==> src/rtl/t_seq_pkg.sv <==
// Shared types and constants for the T-frame sequencer.
package t_seq_pkg;

   typedef enum logic [1:0] {
      IDLE,
      FEED,
      DRAIN,
      DONE
   } seq_state_t;

   // Number of T result streams (nu = 0, 1, 2).
   localparam int NU_VALUES             = 3;
   localparam int DRAIN_TIMEOUT_DEFAULT = 8;

endpackage

==> src/rtl/t_frame_sequencer_bank_tracker.sv <==
// Ping-pong result bank bookkeeping: per-bank full flags and the bank being written.
module t_bank_tracker (
   input  logic       clk_in,
   input  logic       rst_in,
   input  logic       i_set,
   input  logic [1:0] i_release,
   output logic [1:0] o_bank_full,
   output logic       o_wr_bank
);

   logic [1:0] r_bank_full;
   logic       r_wr_bank;

   // Set the write bank on completion (set beats a same-cycle release), then flip banks.
   always_ff @(posedge clk_in or posedge rst_in) begin
      if (rst_in) begin
         r_bank_full <= '0;
         r_wr_bank   <= 1'b0;
      end else begin
         for (int unsigned b = 0; b < 2; b++) begin
            if (i_set && (r_wr_bank == 1'(b))) begin
               r_bank_full[b] <= 1'b1;
            end else if (i_release[b]) begin
               r_bank_full[b] <= 1'b0;
            end
         end
         if (i_set) begin
            r_wr_bank <= ~r_wr_bank;
         end
      end
   end

   assign o_bank_full = r_bank_full;
   assign o_wr_bank   = r_wr_bank;

endmodule

==> src/rtl/t_frame_sequencer.sv <==
// Sequences one FFT frame through T and forwards T results into a ping-pong result BRAM.
module t_frame_sequencer
   import t_seq_pkg::*;
#(
   parameter  int BIT_WIDTH     = 32,
   parameter  int I             = 160,
   parameter  int DRAIN_TIMEOUT = DRAIN_TIMEOUT_DEFAULT,
   localparam int ADDR_W        = $clog2(I)
) (
   input  logic                 clk_in,
   input  logic                 rst_in,
   input  logic                 frame_ready,
   output logic                 frame_ack,
   output logic [ADDR_W-1:0]    bin_addr,
   input  logic [BIT_WIDTH-1:0] bin_data,
   output logic                 t_fft_valid,
   output logic [BIT_WIDTH-1:0] t_fft_data,
   input  logic                 t_output_valid,
   input  logic [ADDR_W-1:0]    t_output_address,
   input  logic [BIT_WIDTH-1:0] t_out_0,
   input  logic [BIT_WIDTH-1:0] t_out_1,
   input  logic [BIT_WIDTH-1:0] t_out_2,
   output logic                 res_we,
   output logic [ADDR_W:0]      res_addr,
   output logic [BIT_WIDTH-1:0] res_data_0,
   output logic [BIT_WIDTH-1:0] res_data_1,
   output logic [BIT_WIDTH-1:0] res_data_2,
   output logic [1:0]           bank_full,
   input  logic [1:0]           bank_release,
   output logic                 result_ready,
   output logic                 result_bank,
   output logic                 err_timeout
);

   localparam int DCNT_W = $clog2(DRAIN_TIMEOUT + 1);

   seq_state_t          r_state;
   logic [ADDR_W-1:0]   r_bin_addr;
   logic                r_issue;
   logic                r_fft_valid;
   logic                r_frame_ack;
   logic [DCNT_W-1:0]   r_drain_cnt;
   logic                r_err_timeout;
   logic                r_result_ready;
   logic                r_result_bank;
   logic                r_res_we;
   logic [ADDR_W:0]     r_res_addr;
   logic [BIT_WIDTH-1:0] r_res_data [NU_VALUES];

   logic                w_bank_set;
   logic                w_wr_bank;
   logic [1:0]          w_bank_full;
   logic                w_fwd_active;
   logic [BIT_WIDTH-1:0] w_t_out [NU_VALUES];

   assign w_t_out[0]   = t_out_0;
   assign w_t_out[1]   = t_out_1;
   assign w_t_out[2]   = t_out_2;
   assign w_bank_set   = (r_state == DONE);
   assign w_fwd_active = (r_state == FEED) || (r_state == DRAIN);

   t_bank_tracker u_bank_tracker (
      .clk_in      (clk_in),
      .rst_in      (rst_in),
      .i_set       (w_bank_set),
      .i_release   (bank_release),
      .o_bank_full (w_bank_full),
      .o_wr_bank   (w_wr_bank)
   );

   // Frame FSM: address issue, drain watchdog and completion handshake, all outputs registered.
   // t_fft_valid is the issue flag delayed one cycle to line up with the 1-cycle BRAM read;
   // frame_ack is armed one address early so it is high while bin_addr shows I-1.
   always_ff @(posedge clk_in or posedge rst_in) begin
      if (rst_in) begin
         r_state        <= IDLE;
         r_bin_addr     <= '0;
         r_issue        <= 1'b0;
         r_fft_valid    <= 1'b0;
         r_frame_ack    <= 1'b0;
         r_drain_cnt    <= '0;
         r_err_timeout  <= 1'b0;
         r_result_ready <= 1'b0;
         r_result_bank  <= 1'b0;
      end else begin
         r_fft_valid    <= r_issue;
         r_frame_ack    <= 1'b0;
         r_result_ready <= 1'b0;
         case (r_state)
            IDLE: begin
               if (frame_ready && !w_bank_full[w_wr_bank]) begin
                  r_state    <= FEED;
                  r_bin_addr <= '0;
                  r_issue    <= 1'b1;
               end
            end
            FEED: begin
               if (r_bin_addr == ADDR_W'(I - 1)) begin
                  r_state     <= DRAIN;
                  r_issue     <= 1'b0;
                  r_drain_cnt <= '0;
               end else begin
                  r_bin_addr <= r_bin_addr + 1'b1;
                  if (r_bin_addr == ADDR_W'(I - 2)) begin
                     r_frame_ack <= 1'b1;
                  end
               end
            end
            DRAIN: begin
               if (t_output_valid && (t_output_address == ADDR_W'(I - 1))) begin
                  r_state <= DONE;
               end else if (r_drain_cnt == DCNT_W'(DRAIN_TIMEOUT - 1)) begin
                  r_state       <= IDLE;
                  r_err_timeout <= 1'b1;
               end else begin
                  r_drain_cnt <= r_drain_cnt + 1'b1;
               end
            end
            DONE: begin
               r_state        <= IDLE;
               r_result_ready <= 1'b1;
               r_result_bank  <= w_wr_bank;
            end
            default: r_state <= IDLE;
         endcase
      end
   end

   // Forward T results into the current write bank; T writes outside FEED/DRAIN are dropped.
   always_ff @(posedge clk_in or posedge rst_in) begin
      if (rst_in) begin
         r_res_we   <= 1'b0;
         r_res_addr <= '0;
         for (int unsigned n = 0; n < NU_VALUES; n++) begin
            r_res_data[n] <= '0;
         end
      end else begin
         r_res_we <= w_fwd_active && t_output_valid;
         if (w_fwd_active && t_output_valid) begin
            r_res_addr <= {w_wr_bank, t_output_address};
            for (int unsigned n = 0; n < NU_VALUES; n++) begin
               r_res_data[n] <= w_t_out[n];
            end
         end
      end
   end

   assign frame_ack    = r_frame_ack;
   assign bin_addr     = r_bin_addr;
   assign t_fft_valid  = r_fft_valid;
   assign t_fft_data   = bin_data;
   assign res_we       = r_res_we;
   assign res_addr     = r_res_addr;
   assign res_data_0   = r_res_data[0];
   assign res_data_1   = r_res_data[1];
   assign res_data_2   = r_res_data[2];
   assign bank_full    = w_bank_full;
   assign result_ready = r_result_ready;
   assign result_bank  = r_result_bank;
   assign err_timeout  = r_err_timeout;

endmodule

==> config.mk <==
export PLATFORM = sky130hd
export DESIGN_NAME = t_frame_sequencer
export DESIGN_NICKNAME = d
export VERILOG_FILES = /design/src/rtl/t_seq_pkg.sv /design/src/rtl/t_frame_sequencer_bank_tracker.sv /design/src/rtl/t_frame_sequencer.sv
export SDC_FILE = /design/constraint.sdc
export NUM_CORES = 1
export LEC_CHECK = 0
export CORE_ASPECT_RATIO = 1.1
export CORE_MARGIN = 2
export CORE_UTILIZATION = 39
export CTS_CLUSTER_SIZE = 14
export DETAILED_ROUTE_END_ITERATION = 10
export PLACE_DENSITY = 0.87
export REMOVE_ABC_BUFFERS = 1
export SLEW_MARGIN = 5
export SYNTH_ARGS = -nofsm -noshare
export SYNTH_HDL_FRONTEND = slang
export SYNTH_SLANG_ARGS = --single-unit
==> constraint.sdc <==
create_clock -name clk_in -period 5.43 [get_ports clk_in]
set_clock_uncertainty 0.05 [all_clocks]
set_input_delay 1.086 -clock clk_in [delete_from_list [all_inputs] [get_ports clk_in]]
set_output_delay 1.086 -clock clk_in [all_outputs]
set_load 0.02 [all_outputs]
## Word-level counts from Yosys, hierarchy flattened

Index checks and enable logic that the tools add are counted.

| word-level totals | value |
|---|---|
| flip-flop bits (word level) | 129 |
| latch bits | 0 |
| bits in writable memories | 0 |
| ROM bits | 0 |
| input bits | 142 |
| output and inout bits | 153 |
| word-level logic and storage cells | 77 |
| memories kept | 0 |

| cells by class | value |
|---|---|
| add/subtract/negate cells | 2 |
| multipliers | 0 |
| divide/modulo/power cells | 0 |
| magnitude comparators | 1 |
| equality and inequality tests | 13 |
| shift operators | 0 |
| muxes and demuxes | 25 |
| bitwise gates (word level) | 2 |
| reductions and logical operators | 17 |

Operators with widths:

| cell | count |
|---|---|
| $eq 8x8->1 const B | 3 |
| $mux 8 | 2 |
| $pmux 8 s2 | 1 |
| $mux 1 | 12 |
| $mux 4 | 3 |
| $reduce_and 3->1 | 4 |
| $add 8x1->8 const B | 1 |
| $mux 2 | 4 |
| $ne 2x2->1 const B | 4 |
| $pmux 2 s4 | 1 |
| $pmux 4 s2 | 1 |
| $reduce_bool 2->1 | 4 |
| $logic_and 1x1->1 | 5 |
| $add 4x1->4 const B | 1 |
| $eq 2x2->1 const B | 2 |
| $eq 4x3->1 const B | 1 |
| $reduce_and 4->1 | 1 |
| $ne 3x1->1 const B | 1 |
| $eq 2x1->1 const B | 1 |
| $logic_not 2->1 | 1 |
| $lt 1x2->1 const B | 1 |
| $ne 2x1->1 const B | 1 |
| $not 1->1 | 2 |
| $pmux 1 s2 | 1 |
| 2 further kinds | 2 |

## Longest topological paths before layout

| logic depth | value |
|---|---|
| depth in word-level cells | 6 |
| mapped depth | 7 |
| mapped depth without buffers | 6 |

## Hierarchy

From an unflattened synthesis, not the netlist that was laid out.

| second synthesis, totals | value |
|---|---|
| cell total of the unflattened synthesis | 391 |
| area, all modules | 5476.5 um2 |

Modules (own cells, without submodules):

| module | times used | cells an instance | area each (um2) | seq. area each (um2) |
|---|---|---|---|---|
| t_frame_sequencer | 1 | 380 | 5362.6 | 3153.0 |
| t_bank_tracker | 1 | 11 | 113.9 | 75.1 |

## Worst setup path after synthesis

Ideal clock, no wire load.

| timing | value |
|---|---|
| kind | input-to-reg |
| start | input port t_output_valid |
| end | register r_res_data (netlist bit res_data_2[10]) |
| library setup time | 125 ps |
| data arrival time | 2184 ps |
| data required time | 5255 ps |
| path slack | 3071 ps |
| cell stages on the path | 5 |
| path buffers | 2 |
| cells stage by stage | nand2_1 > inv_2 > buf_2 > buf_2 > mux2_2 |

| on the way | value |
|---|---|
| word-level cells in the longest chain between the ends | 1 |

RTL lines:

| element | RTL line | source |
|---|---|---|
| from (decl) | t_frame_sequencer.sv:18 | `input logic t_output_valid,` |
| $logic_and 1x1->1 | t_frame_sequencer.sv:139 | `if (w_fwd_active && t_output_valid) begin` |
| to (signal, indexed assignment) | t_frame_sequencer.sv:142 | `r_res_data[n] <= w_t_out[n];` |
| to (decl) | t_frame_sequencer.sv:48 | `logic [BIT_WIDTH-1:0] r_res_data [NU_VALUES];` |

No other way between the ends.
A chain may end at the register's enable or synchronous reset.

## Worst setup path after layout

| timing | value |
|---|---|
| start | input port t_output_valid |
| end | register r_res_data (netlist bit res_data_2[30]) |

Same word-level chain as after synthesis.

==> out/qor.yml <==
critical_path:
  arrival_ns: 3.32
  critPathTopFamily: "buffers and inverters"
  endpoint_kind: "flop"
  worstPathBufferInverterCount: 2
  cpPeakStageDelay_ns: 0.90
  worstPathCellList: "clkdlybuf4s50_1 > nand2_1 > inv_4 > mux2_2"
  critPathKind: "in -> reg"
  startpoint_type: "input pin"
  required_ns: 5.66
  cpMaxStageDelayCell: "inv_4"
  path_max_fanout: 97
cells_and_area:
  utilization_pct: 60.41
  stdcell_count: 793
  mostFrequentLayoutCells: "clkdlybuf4s50_1 (230), dfrtp_1 (129), mux2_2 (105)"
  fin_area_um2: 8299
  drive_gt1_share_pct: 24.46
  area_growth_pct: 52.41
  diodes: 0
  mostFrequentLayoutCell: "clkdlybuf4s50_1"
  layout.nets: 742
grt:
  overflow: 0
  grt_start_max_net_pins: 98
  grt_pass1_wl_um: 22110
  grt.total_usage_pct: 19.87
  antenna_found_initial: 1
  grt_pass1_vias: 4058
place:
  hpwl_um: 11720
  numPortBuffers: 230
  gp_congestion: 0.8271
  dp_cells: 761
  post_dp_cell_area_um2: 7704
cts:
  cts_resized: 0
  cts_root_buf: "clkbuf_16"
  cts.path.max_buffers: 2
  numCtsBuffers: 17
  htree_levels: 4
  insertion_delay_ns: 0.40
  clkTransAtPathRegs_ns: 0.06
  cts_tree: "done"
  hold_buffers: 0
  post_cts_buffers: 0
  cts_num_sinks: 129
routing:
  vias: 3978
  drt_wl_total_um: 15340
  drtIter0Drc: 121
  drcViolationCount: 0
  wl_per_cell_um: 19.35
  via_per_inst: 5.016
  firstDrtPassIters: 5
  ant_nets: 0
min_path:
  hold_class: "reg -> reg"
outcome:
  run_status: "finished clean"
pwr:
  powerDensity_nw_per_um2: 655.4
  design_power_total_mw: 5.439
  vdd_ir_drop_max_mv: 0.4673
  leakage_nw: 3.388
sta:
  slew_headroom_pct: 19.34
  rsz0062_at_grt: "false"
  fmax_mhz: 323.2
  post-route-period-util_pct: 56.98
  setup_viol: 0
  maxSlewViolCount: 0
  setup_tns_ns: 0
  post-route-min-period_ns: 3.094
  finalHoldViolCount: 0
  tightest_slew_ns: 1.210
logic_synthesis:
  syn_avg_cell_area_um2: 14.14
  syn_area_um2: 5445
  ys_seq_area_share_pct: 59.28
  synth-edff-count: 0
  ys_types: 48
  synthFlopType: "dfrtp_1"
  synth_seq_cells: 129
  synthCells: 385
  yosysWarnings: 0
  async_reset_ff_share_pct: 100.0
die:
  core_um2: 13740
  num_io_pins: 295
  fp.dieW_um: 116.7
  fp.dieH_um: 127.9
  start_util_pct: 39.64
  rows: 45
  die_area_um2: 14920
flow_run:
  cap_violations: 0
state kept, by name, summed over array words and instances (netlist names), 2 cells and up:
signal,flops
bin_addr,8
r_drain_cnt,4
r_state,2
res_addr,9
res_data_0,32
res_data_1,32
res_data_2,32
u_bank_tracker.o_bank_full,2
worst paths after layout:
path                           startpoint              to  slack, ns  cells past startpoint
hold reg to reg                   r_issue     t_fft_valid       0.36                      0
min in group asynchronous          rst_in     res_addr[2]       1.16                      2
hold / removal                    r_issue     t_fft_valid       0.36                      0
setup / recovery           t_output_valid  res_data_2[30]       2.34                      4
setup reg to reg               r_state[1]  res_data_2[30]       2.65                      5
max in group asynchronous          rst_in   res_data_2[6]       3.22                      3
layout make-up:
type	instances	area (µm²)
fill	1089	5439
clock buffer	18	439.2
multi-input combinational	196	1858
tap	188	235.2
clock inverter	14	156.4
timing repair buffer	232	2317
inverter	16	65.06
sequential	129	3228
per-layer routing:
layer,vias up,track usage [%],share of wire (%)
met1,1974,22.79,41
met5,-,4.561,0.58
met3,27,11.35,12
met2,213,30.61,45
li1,1760,-,-
met4,4,7.128,1.8
report_power, final:
group	total (mW)	internal, mW	switching (mW)
clock network	1.13	0.694	0.437
logic	2.60	1.37	1.23
registers	1.71	1.43	0.277
total	5.44	3.50	1.94
per-stage QoR:
step                      worst slack [ns]  hold WS [ns]
final                                2.336        0.3578
after global routing                 2.226        0.3614
after CTS                            2.370        0.3550
after detailed placement             1.944        0.3425
after global placement               2.058        0.3416
after floorplan                     0.8530        0.3184
Yosys cell counts (4+ instances only):
cell,count,area [µm²]
dfrtp_1,129,3228
mux2_2,105,1182
buf_4,32,240.2
inv_1,15,56.30
buf_2,11,55.05
o21ai_0,10,50.05
ha_1,8,100.1
nand3_1,7,35.03
nand2_1,5,18.77
o31ai_1,5,37.54
o22ai_1,4,25.02
or4_1,4,30.03
cells by family (layout without fill, tap and decap cells):
group	Yosys count	after routing	share of synthesized area, %
flip-flops	129	129	59.28
multiplexers	109	109	22.52
buffers and inverters	60	280	6.594
AO/OA/AOI/OAI	41	41	5.469
AND/OR/NAND/NOR	37	37	4.136
adder cells (fa/ha/maj)	8	8	1.838
XOR/XNOR	1	1	0.1609
Note: power is estimated with default switching activity, not from simulation.
